===== config.mk =====
export PLATFORM = sky130hd
export DESIGN_NAME = energy_monitor_sched
export DESIGN_NICKNAME = d
export VERILOG_FILES = /design/src/rtl/energy_monitor_sched.sv
export SDC_FILE = /design/constraint.sdc
export NUM_CORES = 1
export LEC_CHECK = 0
export CAP_MARGIN = 20
export CORE_MARGIN = 4
export CORE_UTILIZATION = 49
export CTS_CLUSTER_DIAMETER = 200
export DETAILED_ROUTE_END_ITERATION = 12
export GPL_TIMING_DRIVEN = 0
export PLACE_DENSITY = 0.85
export SLEW_MARGIN = 20
export SYNTH_ARGS = -nofsm -noshare
export SYNTH_HDL_FRONTEND = slang
export SYNTH_SLANG_ARGS = --single-unit

===== constraint.sdc =====
create_clock -name clk_i -period 3.2 [get_ports clk_i]
set_clock_uncertainty 0.15 [all_clocks]
set_input_delay 0.32 -clock clk_i [delete_from_list [all_inputs] [get_ports clk_i]]
set_output_delay 0.32 -clock clk_i [all_outputs]
set_load 0.03 [all_outputs]

===== src/rtl/energy_monitor_sched.sv =====
// Sequences one energy-monitor job per spin vector; ENERGY_SCHED_PERF_EN adds a job cycle counter.
// Latency: first request 1 cycle after spin handshake, done_valid_o N+2 cycles after it with zero-wait memory.
// Backpressure: requests capped at MAX_OUTSTANDING credits and held stable until accepted; done holds until done_ready_i.
module energy_monitor_sched #(
  parameter int COUNTER_BITWIDTH = 8,
  parameter int MAX_OUTSTANDING  = 4
) (
  input  logic                        clk_i,
  input  logic                        rst_i,
  input  logic                        en_i,
  input  logic                        config_valid_i,
  output logic                        config_ready_o,
  input  logic [COUNTER_BITWIDTH-1:0] config_counter_i,
  input  logic                        spin_valid_i,
  output logic                        spin_ready_o,
  output logic                        weight_req_valid_o,
  input  logic                        weight_req_ready_i,
  output logic [COUNTER_BITWIDTH-1:0] weight_req_addr_o,
  input  logic                        weight_valid_i,
  output logic                        weight_ready_o,
  output logic                        acc_clear_o,
  output logic                        acc_en_o,
  output logic                        acc_last_o,
  output logic                        done_valid_o,
  input  logic                        done_ready_i,
  output logic                        busy_o,
  output logic [31:0]                 perf_cycles_o
);

  localparam int CW = COUNTER_BITWIDTH + 1;
  localparam int OW = $clog2(MAX_OUTSTANDING + 1);
  localparam logic [OW-1:0] MAX_OUT = OW'(MAX_OUTSTANDING);

  typedef enum logic [1:0] {IDLE, WAIT_SPIN, RUN, DONE} state_t;

  state_t        state;
  logic [CW-1:0] n_q, issued, rcvd;
  logic [OW-1:0] outstanding;
  logic          req_vld;

  logic          cfg_hs, spin_hs, req_hs, rsp_hs, last_rsp;
  logic [CW-1:0] n_nx, issued_nx;
  logic [OW-1:0] out_nx;

  assign config_ready_o     = ~rst_i & ((state == IDLE) | (state == WAIT_SPIN));
  assign spin_ready_o       = (state == WAIT_SPIN) & en_i;
  assign weight_ready_o     = (state == RUN) & (outstanding != '0);
  assign weight_req_valid_o = req_vld;
  assign weight_req_addr_o  = issued[COUNTER_BITWIDTH-1:0];
  assign done_valid_o       = (state == DONE);
  assign busy_o             = (state == RUN) | (state == DONE);

  assign cfg_hs   = config_valid_i & config_ready_o;
  assign spin_hs  = spin_valid_i & spin_ready_o;
  assign req_hs   = req_vld & weight_req_ready_i;
  assign rsp_hs   = weight_valid_i & weight_ready_o;
  assign last_rsp = rsp_hs & ((rcvd + CW'(1)) == n_q);

  assign acc_clear_o = spin_hs;
  assign acc_en_o    = rsp_hs;
  assign acc_last_o  = last_rsp;

  // A row count of zero encodes the full 2^COUNTER_BITWIDTH rows.
  assign n_nx = cfg_hs ? {(config_counter_i == '0), config_counter_i} : n_q;

  always_comb begin
    issued_nx = issued;
    out_nx    = outstanding;
    if (state == RUN) begin
      if (req_hs) issued_nx = issued + CW'(1);
      case ({req_hs, rsp_hs})
        2'b10:   out_nx = outstanding + OW'(1);
        2'b01:   out_nx = outstanding - OW'(1);
        default: out_nx = outstanding;
      endcase
    end
    if (spin_hs) begin
      issued_nx = '0;
      out_nx    = '0;
    end
  end

  always_ff @(posedge clk_i) begin
    if (rst_i) begin
      state       <= IDLE;
      n_q         <= '0;
      issued      <= '0;
      rcvd        <= '0;
      outstanding <= '0;
      req_vld     <= 1'b0;
    end else begin
      n_q         <= n_nx;
      issued      <= issued_nx;
      outstanding <= out_nx;
      case (state)
        IDLE:      if (cfg_hs) state <= WAIT_SPIN;
        WAIT_SPIN: if (spin_hs) begin
                     state <= RUN;
                     rcvd  <= '0;
                   end
        RUN:       if (rsp_hs) begin
                     rcvd <= rcvd + CW'(1);
                     if (last_rsp) state <= DONE;
                   end
        DONE:      if (done_ready_i) state <= WAIT_SPIN;
        default:   state <= IDLE;
      endcase
      // An offered request stays up until accepted, even if en_i drops meanwhile.
      if (req_vld && !weight_req_ready_i)
        req_vld <= 1'b1;
      else
        req_vld <= en_i && (issued_nx < n_nx) && (out_nx < MAX_OUT)
                   && (spin_hs || (state == RUN && !last_rsp));
    end
  end

`ifdef ENERGY_SCHED_PERF_EN
  logic [31:0] perf_q;

  always_ff @(posedge clk_i) begin
    if (rst_i)
      perf_q <= '0;
    else if (spin_hs)
      perf_q <= '0;
    else if ((state == RUN || state == DONE) && perf_q != '1)
      perf_q <= perf_q + 32'd1;
  end

  assign perf_cycles_o = perf_q;
`else
  assign perf_cycles_o = '0;
`endif

endmodule


Word level (Yosys, flattened, before mapping)
Index checks and enable logic that the tools add are counted.
{"block": "classes", "order_cmp": 2, "bitwise": 11, "eq_ne": 11, "mux": 17, "addsub": 4, "n_reduce_logical": 14}
{"op": "$mux W9", "n": 6}
{"op": "$add A9 B1 Y9 const B", "n": 2}
{"op": "$pmux W9 S2", "n": 1}
{"op": "$mux W2", "n": 5}
{"op": "$eq A9 B9 Y1", "n": 1}
{"op": "$lt A9 B9 Y1", "n": 1}
{"op": "$and A1 B1 Y1", "n": 8}
{"op": "$logic_not A8 Y1", "n": 1}
{"op": "$ne A2 B2 Y1 const B", "n": 4}
{"op": "$pmux W2 S4", "n": 1}
{"op": "$eq A2 B2 Y1 const B", "n": 3}
{"op": "$mux W3", "n": 2}
{"op": "$pmux W3 S2", "n": 1}
{"op": "$logic_and A1 B1 Y1", "n": 5}
{"op": "$reduce_and A5 Y1", "n": 1}
{"op": "$eq A2 B1 Y1 const B", "n": 2}
{"op": "$add A3 B1 Y3 const B", "n": 1}
{"op": "$lt A3 B3 Y1 const B", "n": 1}
{"op": "$reduce_and A3 Y1", "n": 1}
{"op": "$reduce_bool A3 Y1", "n": 1}
{"op": "$sub A3 B1 Y3 const B", "n": 1}
{"op": "$logic_not A1 Y1", "n": 2}
{"op": "$logic_not A2 Y1", "n": 1}
{"op": "$ne A2 B1 Y1 const B", "n": 1}
{"op": "other kinds (5)", "n": 6}
{"block": "totals", "inputBits": 16, "output_inout_bits": 49, "regBits": 33, "elab_cells": 65}

Longest topological paths before layout
Gate-level depths: netlist (run 1).
{"block": "depth", "depth_word": 11, "depth_mapped": 15, "mapped_depth_nobuf": 14}

Worst setup path after synthesis (run 1)
Ideal clock, no wire load.
{"block": "synth_timing", "kind": "reg-to-reg", "start": "reg state[0]", "end": "reg req_vld, in the netlist weight_req_valid_o", "arrival_ps": 2629, "path_stages_with_launch": 15, "setup_time_ps": 126, "t_required_ps": 2924, "period_less_slack_ps": 2905, "path_slack_ps": 295, "n_path_buf": 1, "cell_sequence": "dfxtp_1 > inv_1 > ha_1 > buf_6 > o31a_1 > nand2_1 > inv_1 > ha_1 > inv_1 > fa_1 > xor2_1 > nor2_1 > xnor2_1 > a31oi_1 > o32ai_1"}
{"block": "synth_between", "elab_chain_cells": 11, "word_cells_on_any_way": 28, "classes_between": "order compare: 2; eq/ne: 4; mux: 7; bitwise: 8; reduce/logical: 7"}
{"element": "start: declaration", "line": "36", "rtl": "state_t state;"}
{"element": "start signal: assignment", "line": "85", "rtl": "state <= IDLE;"}
{"element": "start signal: assignment", "line": "96", "rtl": "IDLE: if (cfg_hs) state <= WAIT_SPIN;"}
{"element": "start signal: assignment", "line": "98", "rtl": "state <= RUN;"}
{"element": "$eq A2 B2 Y1 *", "line": "47", "rtl": "assign weight_ready_o = (state == RUN) & (outstanding != '0);"}
{"element": "$and A1 B1 Y1 *", "line": "47"}
{"element": "via weight_ready_o", "line": "20", "rtl": "output logic weight_ready_o,"}
{"element": "$and A1 B1 Y1 *", "line": "56", "rtl": "assign rsp_hs = weight_valid_i & weight_ready_o;"}
{"element": "via acc_en_o", "line": "22", "rtl": "output logic acc_en_o,"}
{"element": "$eq A2 B1 Y1 or $eq A2 B2 Y1 (tied branches)", "line": "71", "rtl": "case ({req_hs, rsp_hs})"}
{"element": "$pmux W3 S2", "line": "71"}
{"element": "$mux W3", "line": "69", "rtl": "if (state == RUN) begin"}
{"element": "$mux W3", "line": "77", "rtl": "if (spin_hs) begin"}
{"element": "$lt A3 B3 Y1", "line": "112", "rtl": "req_vld <= en_i && (issued_nx < n_nx) && (out_nx < MAX_OUT)"}
{"element": "$logic_and A1 B1 Y1", "line": "112"}
{"element": "$logic_and A1 B1 Y1 *", "line": "113", "rtl": "&& (spin_hs || (state == RUN && !last_rsp));"}
{"element": "$mux W1 *", "line": "109", "rtl": "if (req_vld && !weight_req_ready_i)"}
{"element": "end signal: assignment", "line": "112"}
{"element": "end: declaration", "line": "39", "rtl": "logic req_vld;"}
Mark *: on every way through the listed nets, which the timed path passes. The rest lies on a longest branch.
A chain may end at the register's enable or synchronous reset.

Final worst setup path (run 1)
{"block": "layout_timing", "start": "reg state[0]", "end": "reg req_vld, in the netlist weight_req_valid_o"}
{"block": "layout_between", "elab_chain_cells": 11, "word_cells_on_any_way": 28, "classes_between": "order compare: 2; eq/ne: 4; mux: 7; bitwise: 8; reduce/logical: 7"}
{"element": "$eq A2 B2 Y1", "line": "47, 69, 113"}
{"element": "$and A1 B1 Y1", "line": "47"}
{"element": "$and A1 B1 Y1", "line": "56"}
{"element": "$eq A2 B1 Y1 or $eq A2 B2 Y1 (tied branches)", "line": "71"}
{"element": "$pmux W3 S2", "line": "71"}
{"element": "$mux W3", "line": "69"}
{"element": "$mux W3", "line": "77"}
{"element": "$lt A3 B3 Y1", "line": "112"}
{"element": "$logic_and A1 B1 Y1", "line": "112"}
{"element": "$logic_and A1 B1 Y1 *", "line": "113"}
{"element": "$mux W1 *", "line": "109"}
Every way passes the cells marked *; elsewhere a longest branch is shown, timed or not.

==> results of run 1 <==
==> power breakdown <==
group	switching, µW	internal (µW)
Sequential	22.6	434
Clock	159	194
Combinational	273	204
==> worst max-delay path, delay by kind of cell (launching register included) <==
| kind | cells | cell delay, ps |
|---|---|---|
| AOI/OAI and AO/OA | 7 | 1140 |
| adders and majority gates | 2 | 530 |
| DFF | 1 | 370 |
| buffers and inverters | 2 | 360 |
| muxes | 1 | 290 |
| and+or+nand+nor | 1 | 80 |
==> cell families after synthesis <==
family / after synthesis / share of synthesized area (%)
multiplexers: 11 / 4.684
buffers and inverters: 64 / 17.41
adder cells (fa/ha/maj): 16 / 8.452
XOR/XNOR: 20 / 7.434
AND/OR/NAND/NOR: 110 / 23.32
other: 1 / 0.1526
flip-flops: 33 / 26.88
AO/OA/AOI/OAI: 41 / 11.66
==> state kept, by name (all words and copies together) (netlist names) <==
name                count
issued                  9
n_q                     9
rcvd                    9
outstanding             3
state                   2
weight_req_valid_o      1
==> layer usage <==
layer | GRT usage [%] | vias to the layer above | wire length, µm
met4 | 4.639 | 0 | 55
li1 | - | 1073 | -
met1 | 21.59 | 962 | 2295
met2 | 32.94 | 50 | 2748
met5 | 0 | - | 0
met3 | 3.515 | 7 | 240
==> synth_stat cells (7+ instances only) <==
| cell type | instances | share of area [%] |
|---|---|---|
| a21oi_1 | 13 | 2.6 |
| buf_4 | 42 | 13 |
| dfxtp_1 | 33 | 27 |
| ha_1 | 15 | 7.6 |
| inv_1 | 9 | 1.4 |
| mux2i_1 | 10 | 4.1 |
| nand2_1 | 10 | 1.5 |
| nand3_1 | 12 | 2.4 |
| nor2_1 | 42 | 6.4 |
| o21ai_0 | 7 | 1.4 |
| xnor2_1 | 8 | 2.9 |
| xor2_1 | 11 | 3.9 |
==> repair_timing <==
| action | in CTS | in global routing |
|---|---|---|
| resized for setup | 1 | 0 |
| endpoints found under the hold margin | 0 | 0 |
| setup endpoints to repair | 1 | 1 |
| hold buffers | 0 | 0 |
| gates cloned | 0 | 0 |
==> how the worst min path moves through the flow <==
stage                                      from                             to  slack, ps  depth (start not counted)
global placement           rcvd[8]$_SDFFE_PP0P_           rcvd[8]$_SDFFE_PP0P_        330                          2
floorplan                    weight_req_ready_i  weight_req_valid_o$_SDFF_PP0_        270                          1
finish              outstanding[1]$_SDFFE_PP0P_    outstanding[1]$_SDFFE_PP0P_        380                          2
CTS                        rcvd[8]$_SDFFE_PP0P_           rcvd[8]$_SDFFE_PP0P_        370                          2
detailed placement         rcvd[8]$_SDFFE_PP0P_           rcvd[8]$_SDFFE_PP0P_        360                          2
global route        outstanding[1]$_SDFFE_PP0P_    outstanding[1]$_SDFFE_PP0P_        380                          2
==> area by class of cell <==
| class | count | area [µm²] |
|---|---|---|
| Buffer | 53 | 386.6 |
| Clock buffer | 7 | 96.34 |
| Clock inverter | 1 | 5.005 |
| Fill cell | 398 | 1712 |
| Inverter | 10 | 37.54 |
| Multi-Input combinational cell | 230 | 1485 |
| Sequential cell | 33 | 660.6 |
| Tap cell | 67 | 83.83 |
| Timing Repair Buffer | 32 | 319.1 |
==> per-stage QoR <==
step | setup WS (ps) | cells | power (µW) | util [%] | hold WS [ps]
floorplan | 295.5 | 327 | 827.4 | - | 273.6
global placement | 124.4 | 426 | 925.6 | 62.22 | 334.8
detailed placement | 97.28 | 426 | 941.6 | 62.22 | 359.7
CTS | 178.8 | 434 | 1296 | 64.31 | 370.7
global route | 22.72 | 433 | 1360 | 64.24 | 379.0
finish | 186.9 | 433 | 1287 | 64.24 | 376.7
==> impl_metrics.yaml, run 1 <==
power:
  powerDensity_nw_per_um2: 418.8
  p_leak_uw: 0.001408
  ir_drop_v: 0.0002912
die:
  die_area_um2: 6212
  core_um2: 4786
  start_util_pct: 51.35
  ios: 65
  die_x_um: 78.82
  dieHeight_um: 78.82
  rows: 25
drt:
  drt_first_pass_iters: 4
  drt_iter0_drc: 119
  vias: 2092
  routedWlPerCell_um: 12.33
  remaining_drc_errors: 0
  wirelength_mm: 5.339
  ant_nets: 0
  viasPerCell: 4.831
grt:
  first_global_vias: 1989
  grt_max_degree: 11
  antenna_found_initial: 0
  track_usage_pct: 18.04
  gr-total-overflow: 0
  grt_pass1_wl_mm: 9.052
worst_setup_path:
  endpoint: "weight_req_valid_o$_SDFF_PP0_"
  timing.rr.start: "state[0]$_SDFFE_PP0P_"
  rr_endpoint: "weight_req_valid_o$_SDFF_PP0_"
  worst_ep_arrival_time_ps: 3060
  max_stage_delay_ps: 370
  startpoint: "state[0]$_SDFFE_PP0P_"
  path_cells: "inv_1 -> ha_1 -> o21ba_2 -> nand2_4 -> buf_2 -> mux2i_1 -> ha_1 -> a21o_1 -> a21o_1 -> a21oi_1 -> o2111a_1 -> o21ai_0 -> o32ai_1"
  cp_max_fo: 10
  path_class: "register to register"
  worstPathRequired_ps: 3250
  crit_path_start_kind: "register"
  cp_slowest_cell: "dfxtp_1"
  r2r_slack_ps: 190
  reg2reg_depth: 13
  cp-end-kind: "register"
sta:
  rsz0062_at_grt: "no"
  hold_violations: 0
  tns_ps: 0
  fin_crit_sh_pct: 94.16
  fmax_ghz: 0.3319
  worst_pin_slew_ps: 508.2
  setup_violations: 0
  slew_violations: 0
  timing.final.crit_period_ps: 3013
  slew_headroom_pct: 66.12
cells_and_area:
  drive_gt1_share_pct: 19.13
  fin_nets: 397
  diodes: 0
  stdcell_area_um2: 3074
  syn_to_final_growth_pct: 25.10
  mostFrequentLayoutCells: "42 x nor2_1, 42 x buf_4, 33 x dfxtp_1"
place:
  placed_cell_area_um2: 2978
  gp_congestion: 0.8424
  portBuffers: 32
  hpwl_mm: 4.238
cts:
  clk_latency_ps: 290
  cts_tree: "done"
  clk_path_buf_depth: 2
  root_buffer: "clkbuf_8"
  htree_levels: 2
  path_clk_slew_ps: 70
  cts_sinks: 33
  cts_buffers: 5
  post_cts_buffers: 0
logic_synthesis:
  ys_warn_count: 0
  synth-main-ff-cell: "dfxtp_1"
  async_reset_ff_share_pct: 0
  ys_ff_latch: 33
  yosysSeqAreaShare_pct: 26.88
  netlist_instances: 296
  synth_cell_type_count: 54
  synth-edff-count: 0
  syn_area_per_cell_um2: 8.302
  netlist_area_um2: 2457
flow_run:
  drv_cap: 0
status:
  status: "finished clean"
hold_path:
  hold_class: "register to register"
Note: power is estimated with default switching activity, not from simulation.
==> inputs of run 2 (changes only) <==
--- a/config.mk
+++ b/config.mk
@@ -12,6 +12,7 @@
 export DETAILED_ROUTE_END_ITERATION = 12
 export GPL_TIMING_DRIVEN = 0
 export PLACE_DENSITY = 0.85
+export RECOVER_POWER = 25
 export SLEW_MARGIN = 20
 export SYNTH_ARGS = -nofsm -noshare
 export SYNTH_HDL_FRONTEND = slang
==> run 2 against run 1 <==
  * Maximum frequency about the same
  * Non-clock buffer count unchanged
  * Critical path depth unchanged
  * Count of clock-buffer cells in the layout unchanged
  * First-iteration DRC count unchanged
  * Sequential cell count unchanged
==> impl_metrics.yaml, run 2 (synthesis results as in run 1) <==
sta:
  finalWorstSetupSlack_ps: 187.1
  hold_violations: 0
  worst_pin_slew_ps: 508.2
  fin_crit_sh_pct: 94.15
  slew_violations: 0
  rsz0062_at_grt: "no"
  setup_violations: 0
  timing.final.crit_period_ps: 3013
  fmax_ghz: 0.3319
  tns_ps: 0
  slew_headroom_pct: 66.12
grt:
  gr-total-overflow: 0
  track_usage_pct: 18.04
  grt_max_degree: 11
  antenna_found_initial: 0
  first_global_vias: 1989
  grt_pass1_wl_mm: 9.052
cts:
  cts_sinks: 33
  clk_path_buf_depth: 2
  cts_buffers: 5
  clk_latency_ps: 290
  htree_levels: 2
  path_clk_slew_ps: 70
  post_cts_buffers: 0
  root_buffer: "clkbuf_8"
  holdBufCountCts: 0
  cts_tree: "done"
place:
  place_ws_ps: 97.28
  gp_congestion: 0.8424
  portBuffers: 32
  hpwl_mm: 4.238
drt:
  remaining_drc_errors: 0
  ant_nets: 0
  viasPerCell: 4.831
  drt_first_pass_iters: 4
  wirelength_mm: 5.334
  drt_iter0_drc: 119
  routedWlPerCell_um: 12.32
  vias: 2092
cells_and_area:
  fin_nets: 397
  multi_input_area_um2: 1485
  diodes: 0
  drive_gt1_share_pct: 19.13
  syn_to_final_growth_pct: 25.10
  ff_latch_area_um2: 660.6
  top_regs: "issued (9), n_q (9), rcvd (9)"
  fill_cells: 398
  postLayoutCoreUtil_pct: 64.24
  mostFrequentLayoutCells: "42 x nor2_1, 42 x buf_4, 33 x dfxtp_1"
die:
  die_area_um2: 6212
  start_util_pct: 51.35
  ios: 65
  dieHeight_um: 78.82
  die_x_um: 78.82
  core_um2: 4786
  rows: 25
flow_run:
  drv_cap: 0
worst_setup_path:
  path_cells: "inv_1 -> ha_1 -> o21ba_2 -> nand2_4 -> buf_2 -> mux2i_1 -> ha_1 -> a21o_1 -> a21o_1 -> a21oi_1 -> o2111a_1 -> o21ai_0 -> o32ai_1"
  worstPathRequired_ps: 3250
  worst_ep_arrival_time_ps: 3060
  cp_num_buf_inv: 2
  cp-end-kind: "register"
  crit_path_start_kind: "register"
  max_stage_delay_ps: 370
  cp_max_fo: 10
  critPathTopFamily: "compound AO/OA/AOI/OAI gates"
  path_class: "register to register"
  cp_slowest_cell: "dfxtp_1"
power:
  ir_drop_v: 0.0002910
  finalPower_uw: 1287
  powerDensity_nw_per_um2: 418.5
  p_leak_uw: 0.001433
status:
  status: "finished clean"
hold_path:
  hold_class: "register to register"
[run 2: per-layer routing]
| metal | wire length [µm] | GRT usage (%) | part of all wire, % | vias to the layer above |
|---|---|---|---|---|
| li1 | - | - | - | 1073 |
| met1 | 2291 | 21.59 | 43 | 962 |
| met2 | 2747 | 32.94 | 51 | 50 |
| met3 | 240 | 3.515 | 4.5 | 7 |
| met4 | 55 | 4.639 | 1.0 | 0 |
| met5 | 0 | 0 | 0 | - |
[run 2: area by class of cell]
class / instances / share of cell area, %
plain buffers: 53 / 12.58
clock buffers: 7 / 3.134
clock inverters: 1 / 0.1628
inverters: 10 / 1.221
multi-input cells: 230 / 48.31
flip-flops and latches: 33 / 21.49
well taps: 67 / 2.727
repair buffers: 32 / 10.38
[run 2: what timing repair did]
item,CTS,global route
endpoints found under the setup margin,1,1
resized for setup,1,0
endpoints found under the hold margin,0,0
pin swaps,0,0
[run 2: worst reg2reg max path: cells and delay by family, from the launching register on]
kind	cells	cell delay (ps)
buffers and inverters	2	360
DFF	1	370
and+or+nand+nor	1	80
adders and majority gates	2	530
AOI/OAI and AO/OA	7	1140
muxes	1	290
[run 2: final timing paths]
kind	start	to	slack [ps]	depth (start not counted)
max	state[0]$_SDFFE_PP0P_	weight_req_valid_o$_SDFF_PP0_	190	13
min	outstanding[1]$_SDFFE_PP0P_	outstanding[1]$_SDFFE_PP0P_	380	2
min reg2reg	outstanding[1]$_SDFFE_PP0P_	outstanding[1]$_SDFFE_PP0P_	380	2
max reg2reg	state[0]$_SDFFE_PP0P_	weight_req_valid_o$_SDFF_PP0_	190	13
[run 2: where the power goes]
part | switching, µW | internal [µW]
combinational | 273 | 204
sequential | 22.6 | 434
clock | 159 | 194
total | 455 | 832
[run 2: per-stage QoR]
| step | cell area (µm²) | cells | hold slack [ps] |
|---|---|---|---|
| after floorplan | 2574 | 327 | 273.6 |
| after global placement | 2978 | 426 | 334.8 |
| after detailed placement | 2978 | 426 | 359.7 |
| after CTS | 3078 | 434 | 370.7 |
| after global routing | 3074 | 433 | 379.0 |
| final | 3074 | 433 | 376.7 |
==> inputs of run 3 (changes only) <==
--- a/config.mk
+++ b/config.mk
@@ -7,11 +7,12 @@
 export LEC_CHECK = 0
 export CAP_MARGIN = 20
 export CORE_MARGIN = 4
-export CORE_UTILIZATION = 49
+export CORE_UTILIZATION = 51
+export CTS_BUF_LIST = sky130_fd_sc_hd__clkbuf_4
 export CTS_CLUSTER_DIAMETER = 200
 export DETAILED_ROUTE_END_ITERATION = 12
 export GPL_TIMING_DRIVEN = 0
-export PLACE_DENSITY = 0.85
+export PLACE_DENSITY = 0.87
 export RECOVER_POWER = 25
 export SLEW_MARGIN = 20
 export SYNTH_ARGS = -nofsm -noshare
==> run 3 against run 2 <==
  * Die area down 3.5%
  * Critical endpoint is now acc_last_o
  * Sequential power about the same
  * Sequential share of layout area up 0.29 points
  * Global-route usage up 1.2 points
  * Sequential cell count unchanged
  * Setup slack worse by 2.0 ps
  * Total power down 2.6%
  * Via count up 0.53%
  * Cell area down 1.3%
  * Final cell count down 3.7%
  * Combinational power about the same
  * Largest cell class unchanged
  * Critical path depth down 6
==> impl_metrics.yaml, run 3 (synthesis results as in run 1) <==
sta:
  fmax_ghz: 0.3317
  slew_headroom_pct: 64.94
  rsz0062_at_grt: "no"
  timing.final.crit_period_ps: 3015
  worst_pin_slew_ps: 525.9
  slew_violations: 0
  fin_crit_sh_pct: 94.22
  tns_ps: 0
  setup_violations: 0
  hold_violations: 0
grt:
  track_usage_pct: 19.20
  grt_max_degree: 13
  first_global_vias: 2130
  grt_pass1_wl_mm: 9.397
  gr-total-overflow: 0
  antenna_found_initial: 0
drt:
  ant_nets: 0
  vias: 2103
  drt_iter0_drc: 93
  drt_first_pass_iters: 4
  viasPerCell: 5.043
  remaining_drc_errors: 0
  routedWlPerCell_um: 12.99
  wirelength_mm: 5.417
worst_setup_path:
  worst_ep_arrival_time_ps: 2540
  worstPathRequired_ps: 2730
  cp_max_fo: 7
  cp-end-kind: "primary output"
  crit_path_start_kind: "register"
  path_class: "register to primary output"
cts:
  cts_tree: "done"
  clk_latency_ps: 340
  cts_sinks: 33
  cts_buffers: 5
  holdBufCountCts: 0
  root_buffer: "clkbuf_4"
  path_clk_slew_ps: 110
  clk_path_buf_depth: 2
  htree_levels: 2
place:
  portBuffers: 32
  gp_congestion: 0.8654
  hpwl_mm: 4.325
cells_and_area:
  postLayoutCoreUtil_pct: 67.33
  fin_nets: 396
  diodes: 0
  drive_gt1_share_pct: 18.63
  top_regs: "issued (9), n_q (9), rcvd (9)"
  syn_to_final_growth_pct: 23.42
  mostFrequentLayoutCells: "42 x nor2_1, 42 x buf_4, 33 x dfxtp_1"
power:
  ir_drop_v: 0.0003048
  p_leak_uw: 0.001396
  powerDensity_nw_per_um2: 413.2
die:
  die_x_um: 77.42
  dieHeight_um: 77.42
  core_um2: 4504
  ios: 65
  rows: 24
  start_util_pct: 54.56
  die_area_um2: 5993
flow_run:
  drv_cap: 0
hold_path:
  hold_class: "register to register"
status:
  status: "finished clean"
==> run 3: changes by cell type in the layout (fill, tap and decap cells not counted), moves of 5 or more <==
cell | before | now
clkdlybuf4s50_1 | 24 | 31
clkbuf_4 | 0 | 5
dlygate4sd3_1 | 7 | 0
clkbuf_8 | 8 | 1
==> run 3: power breakdown <==
| part | switching, µW | internal, µW |
|---|---|---|
| Combinational | 273 | 202 |
| Sequential | 22.2 | 434 |
| Clock | 157 | 165 |
| Total | 452 | 801 |
==> run 3: cell type report <==
class | instances | area (µm²)
clock buffer | 5 | 37.54
multi-input combinational | 230 | 1485
tap | 52 | 65.06
buffer | 52 | 381.6
fill | 373 | 1471
inverter | 10 | 37.54
sequential | 33 | 660.6
clock inverter | 3 | 46.29
timing repair buffer | 32 | 319.1
==> run 3: layer usage <==
| layer | wire, µm | track usage (%) |
|---|---|---|
| met1 | 2174 | 21.49 |
| met2 | 2879 | 35.58 |
| met3 | 260 | 4.398 |
| met4 | 102 | 6.584 |
| met5 | 0 | 0 |
==> run 3: final timing paths <==
path         cells past startpoint  slack (ps)             startpoint                            end
max reg2reg                     12         310  state[1]$_SDFFE_PP0P_  weight_req_valid_o$_SDFF_PP0_
max                              7         190   rcvd[0]$_SDFFE_PP0P_                     acc_last_o
min reg2reg                      2         370   rcvd[8]$_SDFFE_PP0P_           rcvd[8]$_SDFFE_PP0P_
min                              2         370   rcvd[8]$_SDFFE_PP0P_           rcvd[8]$_SDFFE_PP0P_
==> run 3: per-stage QoR <==
step	total power, µW	cell area (µm²)	hold WS, ps	instances	setup WS (ps)
2_1_floorplan	827.4	2574	273.6	327	295.5
3_3_place_gp	927.9	2959	338.1	411	140.1
3_5_place_dp	938.9	2959	356.5	411	97.86
4_1_cts	1265	3042	373.6	419	157.0
5_1_grt	1332	3033	396.6	417	28.36
6_report	1253	3033	374.3	417	185.0
==> run 3: critical path: stages (launching register included) <==
cell and delay (ps):
dfxtp_1 480, ha_1 300, nand2b_1 100, o211a_1 210, o32ai_1 340, o2111ai_2 270
inv_1 100, dlygate4sd2_1 400
==> run 3: what timing repair did <==
item / CTS / global route
gates resized for setup: 1 / 0
buffers inserted: 0 / 0
pin swaps: 0 / 0
cloned: 0 / 0
setup endpoints to repair: 1 / 1
==> RTL edit 1: new RTL, flow settings as in run 2 <==
`MAX_OUTSTANDING`: 4 -> 8.
--- a/src/rtl/energy_monitor_sched.sv
+++ b/src/rtl/energy_monitor_sched.sv
@@ -5,3 +5,3 @@
   parameter int COUNTER_BITWIDTH = 8,
-  parameter int MAX_OUTSTANDING  = 4
+  parameter int MAX_OUTSTANDING  = 8
 ) (
Check against the original RTL: not equivalent (a bounded check fails within 10 cycles, from zero or initial values and one cycle with rst_i high).
==> RTL edit 1 against run 2 <==
- global-route usage is 0.23 points lower
- sequential cell count increased by 1
- worst setup slack got worse by 0.021 ns
- critical endpoint unchanged
- largest cell class unchanged
- synthesized area is 0.61% lower
- critical path type unchanged
- power is 1.0% higher
- die area is 0.54% lower
- design area is 0.57% lower
- first-iteration DRC count fell by 6.7%
- wire length down 1.2%
==> RTL edit 1: results (changes against run 2) <==
<table>
<tr><th>Metric</th><th>Value</th></tr>
<tr><th colspan="2">Run status</th></tr>
<tr><td>Status</td><td>finished, final reports clean</td></tr>
<tr><th colspan="2">Synth</th></tr>
<tr><td>Register area share after synthesis</td><td>0.279 (+0.00985)</td></tr>
<tr><td>Distinct cell type count of the synthesized netlist</td><td>53 (-1.9%)</td></tr>
<tr><td>Area share of xor/xnor cells in the synthesized design</td><td>0.0717 (-0.00262)</td></tr>
<tr><td>Share of synthesized cell area in full adder, half adder and majority cells</td><td>0.0953 (+0.0108)</td></tr>
<tr><td>Synth area leaders</td><td>dfxtp_1 28%, buf_4 13%, ha_1 8.7%</td></tr>
<tr><th colspan="2">Layout</th></tr>
<tr><td>Multi-input combinational cell count</td><td>237 (+3.0%)</td></tr>
<tr><td>Number of filler instances in the final layout</td><td>409 (+2.8%)</td></tr>
<tr><td>Buffer share of cell area</td><td>0.216 (-0.0138)</td></tr>
<tr><td>Fraction of layout instances using a drive strength above 1</td><td>0.178 (-0.0137)</td></tr>
<tr><td>Count of plain and timing-repair buffers</td><td>80 (-5.9%)</td></tr>
<tr><td>Share of final layout cell area taken by clock buffers and inverters</td><td>0.0299 (-0.00309)</td></tr>
<tr><td>Share of the final layout cell area in multi-input gates</td><td>0.496 (+0.0126)</td></tr>
<tr><td>Non-clock inverter total of the final layout</td><td>7 (-3)</td></tr>
<tr><th colspan="2">Route</th></tr>
<tr><td>Via count</td><td>2136 (+2.1%)</td></tr>
<tr><td>Sum of met2 wire segment lengths after detailed routing</td><td>2670 um (-2.8%)</td></tr>
<tr><td>DRT iter0 DRCs</td><td>111 (-6.7%)</td></tr>
<tr><td>Post-DR wirelength/cell</td><td>12.2 um (-1.2%)</td></tr>
<tr><td>Vias per inst</td><td>4.93 (+2.1%)</td></tr>
<tr><th colspan="2">Place</th></tr>
<tr><td>Post-place setup slack</td><td>0.0838 ns (-0.0134 ns)</td></tr>
<tr><td>Cell count after placement</td><td>427 (+0.23%)</td></tr>
<tr><th colspan="2">Worst setup path</th></tr>
<tr><td>Top cell family by delay on the critical path</td><td>simple AND/OR/NAND/NOR gates</td></tr>
<tr><td>Slowest stage delay, CP</td><td>0.40 ns (+0.03 ns)</td></tr>
<tr><th colspan="2">Global route</th></tr>
<tr><td>Global Route Usage Sum</td><td>0.178 (-0.00235)</td></tr>
<tr><td>Met3 routing resource usage after global routing</td><td>0.0356 (+0.000403)</td></tr>
<tr><th colspan="2">Power and ir drop</th></tr>
<tr><td>Total internal power</td><td>0.822 mW (-1.3%)</td></tr>
<tr><th colspan="2">Timing</th></tr>
<tr><td>Worst-Margin Slew</td><td>0.510 ns (+0.00215 ns)</td></tr>
</table>
-- RTL edit 1: cell count changes after synthesis, moves of 3 or more --
cell	before	now
a21oi_1	13	21
inv_1	9	5
nand2_1	10	17
nand2b_1	5	1
nand3_1	12	5
nor2b_1	5	2
nor3_1	4	7
o21ai_0	7	10
o21ai_1	4	0
xnor2_1	8	11
-- RTL edit 1: worst paths after layout --
path	startpoint	to	slack, ns	depth (start not counted)
setup / recovery	state[0]	weight_req_valid_o	0.17	14
hold / removal	rcvd[7]	rcvd[7]	0.38	2
setup reg to reg	state[0]	weight_req_valid_o	0.17	14
hold reg to reg	rcvd[7]	rcvd[7]	0.38	2
-- RTL edit 1: stage by stage --
| step | power [mW] | util | instance area [sq um] |
|---|---|---|---|
| global placement | 0.965 | 0.619 | 2960 |
| finish | 1.30 | 0.639 | 3060 |
| detailed placement | 0.976 | 0.619 | 2960 |
| CTS | 1.30 | 0.638 | 3050 |
| global route | 1.38 | 0.639 | 3060 |
| floorplan | 0.852 | - | 2560 |
==> RTL edit 2: new RTL, config.mk and constraints of run 2 <==
Without the edit above. Take the reset off `n_q` and load it in a clocked block of its own.
--- a/src/rtl/energy_monitor_sched.sv
+++ b/src/rtl/energy_monitor_sched.sv
@@ -85,3 +85,2 @@
       state       <= IDLE;
-      n_q         <= '0;
       issued      <= '0;
@@ -91,3 +90,2 @@
     end else begin
-      n_q         <= n_nx;
       issued      <= issued_nx;
@@ -116,2 +114,6 @@
 
+  always_ff @(posedge clk_i) begin
+    n_q <= n_nx;
+  end
+
 `ifdef ENERGY_SCHED_PERF_EN
Behaviour: no difference found for any inputs over 10 cycles, from zero or initial values and one cycle with rst_i high; that may be too few to reach the edited logic, so the function may still have changed.
==> RTL edit 2 against run 2 <==
- largest power group unchanged
- wire length increased by 2.0%
- power increased by 17%
- worst setup slack got worse by 0.031 ns
- highest routed layer unchanged
- die area decreased by 2.6%
- sequential share of layout area increased by 0.16 points
- sequential cell count unchanged
- design area decreased by 0.37%
- synthesized area decreased by 2.9%
- largest cell class unchanged
==> RTL edit 2: results (changes against run 2) <==
<table>
<tr><th>Metric</th><th>Value</th></tr>
<tr><th colspan="2">Place</th></tr>
<tr><td>Last weighted congestion value of the routability-driven placer</td><td>0.894 (+6.1%)</td></tr>
<tr><td>Cell count after placement</td><td>415 (-2.6%)</td></tr>
<tr><td>Post-place setup slack</td><td>-0.366 ns (-0.463 ns)</td></tr>
<tr><td>Post-detail-place hpwl</td><td>4210 um (-0.65%)</td></tr>
<tr><th colspan="2">Route</th></tr>
<tr><td>Met3 WL post-DR</td><td>253 um (+5.4%)</td></tr>
<tr><td>DRT iter0 DRCs</td><td>132 (+11%)</td></tr>
<tr><td>WL met1</td><td>2290 um (-0.22%)</td></tr>
<tr><td>Final WL</td><td>5440 um (+2.0%)</td></tr>
<tr><th colspan="2">Synth</th></tr>
<tr><td>Gate count of the mapped netlist</td><td>285 (-3.7%)</td></tr>
<tr><td>Commonest cells post-synth</td><td>41 x buf_4, 34 x nor2_1, 33 x dfxtp_1</td></tr>
<tr><td>Mux contribution to synthesized area</td><td>0.0493 (+0.00245)</td></tr>
<tr><td>Synth area leaders</td><td>dfxtp_1 28%, buf_4 13%, ha_1 7.9%</td></tr>
<tr><td>Share of synthesized cell area in full adder, half adder and majority cells</td><td>0.0870 (+0.00253)</td></tr>
<tr><td>Distinct cell type count of the synthesized netlist</td><td>48 (-11%)</td></tr>
<tr><th colspan="2">Global route</th></tr>
<tr><td>First-pass GRT wire length</td><td>9110 um (+0.68%)</td></tr>
<tr><td>Pin count of the biggest net entering global routing</td><td>12 (+1)</td></tr>
<tr><td>Met1 Resource Use GR</td><td>0.212 (-0.00425)</td></tr>
<tr><td>Global Route Usage Sum</td><td>0.184 (+0.00354)</td></tr>
<tr><td>Met3 routing resource usage after global routing</td><td>0.0441 (+0.00894)</td></tr>
<tr><th colspan="2">Layout</th></tr>
<tr><td>Number of filler instances in the final layout</td><td>396 (-0.50%)</td></tr>
<tr><td>Fin nets</td><td>389 (-2.0%)</td></tr>
<tr><td>Sequential cell area</td><td>663 sq um (+0.38%)</td></tr>
<tr><td>Fraction of layout instances using a drive strength above 1</td><td>0.215 (+0.0238)</td></tr>
<tr><th colspan="2">Power and ir drop</th></tr>
<tr><td>Maximum resistive drop on vdd</td><td>305 uV (+4.8%)</td></tr>
<tr><td>Power spent charging and discharging nets</td><td>0.590 mW (+30%)</td></tr>
<tr><td>Power in combinational cells</td><td>0.653 mW (+37%)</td></tr>
<tr><th colspan="2">Worst setup path</th></tr>
<tr><td>Master of the slowest instance on the critical path</td><td>dfxtp_2</td></tr>
<tr><th colspan="2">Run status</th></tr>
<tr><td>Status</td><td>finished, final reports clean</td></tr>
<tr><th colspan="2">CTS</th></tr>
<tr><td># resized after CTS</td><td>6 (+5)</td></tr>
</table>
## RTL edit 2: cell types whose count changed in the layout (fill, tap and decap cells not counted), sizes merged, moves of 3 or more
cell and delta:
o21ai -4, nor2 -8, dlygate4sd3 -4, xnor2 +3, a21o +5, or3 -3, buf -5, nor2b -4
nand3 -7, nand4 +3, inv +6, clkdlybuf4s50 +4
## RTL edit 2: final cells by class
class	instances	share of cell area
timing repair buffer	36	0.113
multi-input combinational	219	0.487
buffer	46	0.109
inverter	16	0.0196
clock buffer	5	0.0225
clock inverter	3	0.00572
tap	67	0.0274
sequential	33	0.217
## RTL edit 2: final timing paths
check                 from            endpoint  slack (ns)  cells past startpoint
setup / recovery  state[1]  weight_req_valid_o        0.16                     14
hold / removal     rcvd[8]             rcvd[8]        0.34                      1
setup reg to reg  state[1]  weight_req_valid_o        0.16                     14
hold reg to reg    rcvd[8]             rcvd[8]        0.34                      1
